`src/rtl/fetch_unit.sv`:
```
// Instruction-fetch stage: owns PC and IR, obeys the stall/stall_pm handshake,
// applies jump redirects from execute and latches a sticky halt.
module fetch_unit #(
  parameter logic [15:0] RESET_PC = 16'h0000,
  parameter logic [15:0] NOP      = 16'h0000
) (
  input  logic        clk,
  input  logic        reset,
  input  logic        stall,
  input  logic        stall_pm,
  input  logic        jump_en,
  input  logic [15:0] jump_target,
  input  logic [15:0] pm_data,
  output logic [15:0] pm_addr,
  output logic [15:0] pc,
  output logic [15:0] ir,
  output logic [5:0]  op,
  output logic        dec_valid,
  output logic        halted,
  output logic [15:0] stall_cycles
);

  localparam logic [5:0] OP_HLT = 6'b010001;

  typedef enum logic [0:0] {
    ST_RUN    = 1'b0,
    ST_HALTED = 1'b1
  } state_t;

  state_t      state_r, state_s;
  logic [15:0] pc_r, pc_s;
  logic [15:0] ir_r, ir_s;
  logic        ir_valid_r, ir_valid_s;
  logic        halted_r;
  logic [15:0] cnt_r, cnt_s;
  logic        dec_valid_s;
  logic [5:0]  op_s;

  assign op_s        = ir_r[15:10];
  assign dec_valid_s = ir_valid_r & ~stall_pm & ~halted_r;

  assign pm_addr      = pc_r;
  assign pc           = pc_r;
  assign ir           = ir_r;
  assign op           = op_s;
  assign dec_valid    = dec_valid_s;
  assign halted       = halted_r;
  assign stall_cycles = cnt_r;

  // Next-state logic: halt entry outranks a same-cycle jump, jump outranks stall.
  always_comb begin
    state_s    = state_r;
    pc_s       = pc_r;
    ir_s       = ir_r;
    ir_valid_s = ir_valid_r;
    cnt_s      = cnt_r;
    case (state_r)
      ST_RUN: begin
        if (stall && (cnt_r != 16'hFFFF)) begin
          cnt_s = cnt_r + 16'h0001;
        end else begin
          cnt_s = cnt_r;
        end
        if (dec_valid_s && (op_s == OP_HLT)) begin
          state_s = ST_HALTED;
        end else if (jump_en) begin
          pc_s       = jump_target;
          ir_s       = NOP;
          ir_valid_s = 1'b0;
        end else if (stall) begin
          pc_s       = pc_r;
          ir_s       = ir_r;
          ir_valid_s = ir_valid_r;
        end else begin
          ir_s       = pm_data;
          ir_valid_s = 1'b1;
          pc_s       = pc_r + 16'h0001;
        end
      end
      ST_HALTED: begin
        state_s = ST_HALTED;
      end
      default: begin
        state_s = ST_RUN;
      end
    endcase
  end

  // State and datapath registers; reset dominates every other event.
  always_ff @(posedge clk) begin
    if (reset) begin
      state_r    <= ST_RUN;
      pc_r       <= RESET_PC;
      ir_r       <= NOP;
      ir_valid_r <= 1'b0;
      halted_r   <= 1'b0;
      cnt_r      <= 16'h0000;
    end else begin
      state_r    <= state_s;
      pc_r       <= pc_s;
      ir_r       <= ir_s;
      ir_valid_r <= ir_valid_s;
      halted_r   <= (state_s == ST_HALTED);
      cnt_r      <= cnt_s;
    end
  end

endmodule

```
`config.mk`:
```
export PLATFORM = sky130hd
export DESIGN_NAME = fetch_unit
export DESIGN_NICKNAME = d
export VERILOG_FILES = /design/src/rtl/fetch_unit.sv
export SDC_FILE = /design/constraint.sdc
export NUM_CORES = 1
export LEC_CHECK = 0
export CAP_MARGIN = 20
export CORE_ASPECT_RATIO = 0.7
export CORE_MARGIN = 3
export CORE_UTILIZATION = 25
export CTS_BUF_LIST = sky130_fd_sc_hd__clkbuf_8
export DETAILED_ROUTE_END_ITERATION = 8
export PLACE_DENSITY = 0.49
export SLEW_MARGIN = 10
export SYNTH_ARGS = -nofsm -noshare
export SYNTH_HDL_FRONTEND = slang
export SYNTH_SLANG_ARGS = --single-unit
```
`constraint.sdc`:
```
create_clock -name clk -period 2.3 [get_ports clk]
set_input_delay 0.345 -clock clk [delete_from_list [all_inputs] [get_ports clk]]
set_output_delay 0.345 -clock clk [all_outputs]
set_load 0.03 [all_outputs]
```
After elaboration in Yosys (flattened, before gate mapping)

Cells that the tools add are included.

Flip-flop bits (word level): 50
Input bits: 37
Output and inout port bits: 72

Add/sub/neg operators: 2
Eq/ne operators: 3
Muxes and demuxes: 8
Bitwise gates (word level): 5
Reduce and logical (&&, ||, !) cells: 4

Operators with widths:

| cell                                                  | number |
|---|---|
| two-way mux 16 bit                                    | 4 |
| adder 16 x 1 -> 16 bit, second input constant         | 2 |
| inequality test 16 bit, second input constant         | 1 |
| equality test 6 x 5 -> 1 bit, second input constant   | 1 |
| two-way mux 1 bit                                     | 3 |
| NOT 1 bit                                             | 3 |
| AND reduction 3 bit                                   | 1 |
| bitwise AND 1 bit                                     | 2 |
| logical AND 1 bit                                     | 2 |
| inequality test 2 x 1 -> 1 bit, second input constant | 1 |
| one-hot mux 1 bit (2 select lines)                    | 1 |
| AND reduction 2 bit                                   | 1 |

Depth between registers and ports, before layout

Word-level depth: 6
Depth in mapped cells: 6
Mapped depth without buffers: 5

Worst setup path before layout

No wires, ideal clock.

Path type: flip-flop to flip-flop
From: register cnt_r[0], in the netlist stall_cycles[0]
To: register cnt_r[12], in the netlist stall_cycles[12]
Arrival: 1870 ps
Slack: 309 ps
Cell stages (with the launch flop): 7
Buffers on the path: 1
Clock period less this slack: 1991 ps
Path through: dfxtp_1 > ha_1 > nand3_1 > or2_1 > clkbuf_2 > nor4b_1 > mux2_2

Longest elaborated chain between the ends: 3

Ends and longest elaborated chain:

| element                                                        | RTL line | text |
|---|---|---|
| start: declaration                                             | 35       | `logic [15:0] cnt_r, cnt_s;` |
| start signal: assignment                                       | 104      | `cnt_r <= cnt_s;` |
| branches (longest 3 deep; another with adder 16 x 1 -> 16 bit) | --       |  |

Several ways; the timed one is not identified.
A chain may end at the register's enable or synchronous reset.

Final worst setup path

From: register halted_r, in the netlist halted
To: output port dec_valid

Longest elaborated chain between the ends: 2

Ends and longest elaborated chain:

| element                  | RTL line | text |
|---|---|---|
| start: declaration       | 34       | `logic halted_r;` |
| start signal: assignment | 103      | `halted_r <= (state_s == ST_HALTED);` |
| NOT 1 bit (no line)      | --       |  |
| bitwise AND 1 bit        | 40       | `assign dec_valid_s = ir_valid_r & ~stall_pm & ~halted_r;` |
| end: declaration         | 18       | `output logic dec_valid,` |

No other way between the ends.

==> results.md <==
- Core footprint: ~11,000 um^2
- Worst-path clk slew: ~0.1 ns
- Synth Flop Type: dfxtp_1
- Crit Path Class: reg2out
- WP data arrival: between 1.5 and 2 ns
- Via density: about 4.9
- IO Port Bufs: between 100 and 150
- HP Class: in2reg
- Reg2Reg Launch Point: stall_cycles[0]$_SDFFE_PP0P_
- Bufs and invs on worst path: 1
- CTS H-tree depth: 2
- Final Max Tran Viols: 0
- NumNets Final: around 470
- Finished Core Util: between 30% and 40%
- Crit path required time: a little under 2 ns
- Initial antenna violation count: 0
- Final GP Congestion: approximately 0.81
- Psw: ~0.00063 W
- Vias in the first global route: 2,680
- Worst slew margin: a little under three quarters
- Pre-CTS WS: ~0.19 ns
- Worst clock skew: 0.00814 ns
- Clock Tree Buf Depth: 2
- Internal Power: roughly 0.0014 W
- First-pass GRT wire length: 14,300 um
- DIE AREA: approximately 13,000 um^2
- Sequential share of power: approximately 48%
- Slowest cell on crit path: clkdlybuf4s50_1
- Commonest cells after routing, fill and taps aside: clkdlybuf4s50_1, dfxtp_1, nand2_1
- Layout cell share with drive strength beyond 1: about 8.8%
- Pre-antenna DRT Iters: 4
- Hold Fails Final Rpt: 0
- Avg Inst Size Synth: 8.10 um^2
- Post-DP HPWL: 6460 um
- Crit path max fanout: 7
- CTS tree: built
- Rows: 31
- Drt initial violations: about 190
- Skew-Pair Late Insertion Delay: approximately 0.32 ns
- Worst setup EP type: output pin
- Leakage: roughly 1.4 nW
- Net Count, Synth: ~380
- Synth Register Bits: 50
- VDD IR-drop max: 187 uV
- GRT Total Usage: approximately 14%
- Largest net degree at the start of global routing: 38
- Yosys top cell area share: 35.8%
- Post-synth cell types: 58
- WHS: ~0.40 ns
- Post-synth top area cell: dfxtp_1
- Hold depth: 2
- Final TNS setup: 0 ns
- Hold Path Sink: pc[14]$_SDFFE_PP0P_
- CTS sink cnt: 50
- Synth Warn #: 0
- Area growth, synth to finish: 42.7%
- Total Routed Length: around 8900 um
- Max cap viols: 0
- Final setup vio count: 0
- Critical path origin: halted$_SDFF_PP0_
- Unrepaired setup endpoints after global routing: false
- Commonest non-fill, non-tap cell in the layout: clkdlybuf4s50_1
- Final period util: 87.9%
- R2R depth: 5
- CP peak stage delay: 0.71 ns
- Ys async rst share: 0%
- # DRC: 0
- Clock power frac: 28.0%
- Largest delay share family, worst path: buffers and inverters
- Cell chain of the critical path: nor3b_1, clkdlybuf4s50_1
- Starting Density: roughly a quarter
- Leading cell types by total area after synthesis: dfxtp_1, buf_4, a21oi_1
- CTS Root Cell: clkbuf_8
- Overflow left after global routing: 0
- # resized after CTS: 0
- Cts hold-fix bufs: 0
- Comb power frac: 23.6%
- Cells after Synth: around 350
- Fmax: roughly 490 MHz
- Die Ht: 94.5 um
- Slew @ Worst Pin: 0.431 ns
- Num ports: 109
- Post-synth EDFFs: 0
- Run status: completed
- Startpoint of the worst hold path: reset
- Average routed wire per standard cell: about 15 um
- RR Endpoint: stall_cycles[12]$_SDFFE_PP0P_
- Startpoint Class: register
- Reg2reg setup slack: 0.32 ns
- Number of routed nets with antenna violations: 0
- Die Span X: 132 um
- Tmin final: 2.02 ns
- Area of the mapped netlist: 2800 um^2
- TritonCTS buffer count: 5
- Setup bufs post-CTS: 0
- Pwr/cell area: roughly 500 nW/um^2
- Sw frac: roughly a third
- Final WS setup: approximately 0.28 ns
- Vias after detailed routing: approximately 2,800
- Sequential cell area fraction in the yosys report: a little over a third
- Ant diodes: 0
power by group through the flow:
stage	clock [W]	sequential (W)	combinational, W
2_1_floorplan	0	0.00103	0.000216
3_3_place_gp	0	0.000977	0.000468
3_5_place_dp	0	0.000979	0.000470
4_1_cts	0.000580	0.000959	0.000472
5_1_grt	0.000610	0.000967	0.000502
6_report	0.000556	0.000960	0.000469
state kept, by name, indices dropped and copies added (netlist names):
name and cells:
ir 16, ir_valid_r 1, halted 1, stall_cycles 16, pc 16
logic make-up after synthesis:
logic type	Yosys count	synth area share [%]
AND/OR/NAND/NOR	149	28.6
AO/OA/AOI/OAI	86	20.1
flip-flops	50	35.8
buffers and inverters	45	9.36
multiplexers	13	5.28
adder cells (fa/ha/maj)	2	0.895
synth_stat cells (4+ instances only):
cell type / number
mux2_2: 10
clkbuf_1: 11
and3_1: 4
nor4_1: 7
a21oi_1: 32
a211oi_1: 8
a22oi_1: 4
nor3_1: 4
o21ai_0: 16
nor2b_1: 14
nand2_1: 39
dfxtp_1: 50
nand4_1: 8
nor2_1: 24
buf_2: 4
buf_4: 23
nand3_1: 25
layer usage:
layer | track usage, % | up-vias | part of all wire (%)
met1 | 21.2 | 1337 | 52
met4 | 3.63 | 0 | 0.84
met3 | 3.57 | 9 | 6.6
li1 | - | 1410 | -
met5 | 0 | - | 0
met2 | 20.2 | 87 | 41
final cells by class:
type / instances / area [um^2]
clock inverter: 2 / 8.76
fill: 1136 / 6640
multi-input combinational: 250 / 1530
clock buffer: 6 / 82.6
sequential: 50 / 1000
timing repair buffer: 118 / 1160
tap: 148 / 185
inverter: 4 / 15.0
worst register-to-register path, cell delays in order (launching register included):
cell and delay [ns]:
dfxtp_1 0.46, ha_1 0.21, nand3_1 0.17, or2_1 0.33, nor4b_1 0.33, mux2_2 0.37
worst max-delay path by stage:
stage                                     to  slack, ns  cells after the start
6_report                           dec_valid       0.28                      2
5_1_grt                            dec_valid       0.17                      2
4_1_cts                            dec_valid       0.27                      2
3_5_place_dp   stall_cycles[12]$_SDFFE_PP0P_       0.19                      5
3_3_place_gp             pc[11]$_SDFFE_PP0P_       0.21                      6
2_1_floorplan  stall_cycles[12]$_SDFFE_PP0P_       0.31                      6
stage by stage:
stage          total power (W)  instances  cell area [um^2]
2_1_floorplan          0.00125        345              2800
3_3_place_gp           0.00145        570              3900
3_5_place_dp           0.00145        570              3900
4_1_cts                0.00201        578              3990
5_1_grt                0.00208        578              3990
6_report               0.00198        578              3990
Note: power is estimated with default switching activity, not from simulation.
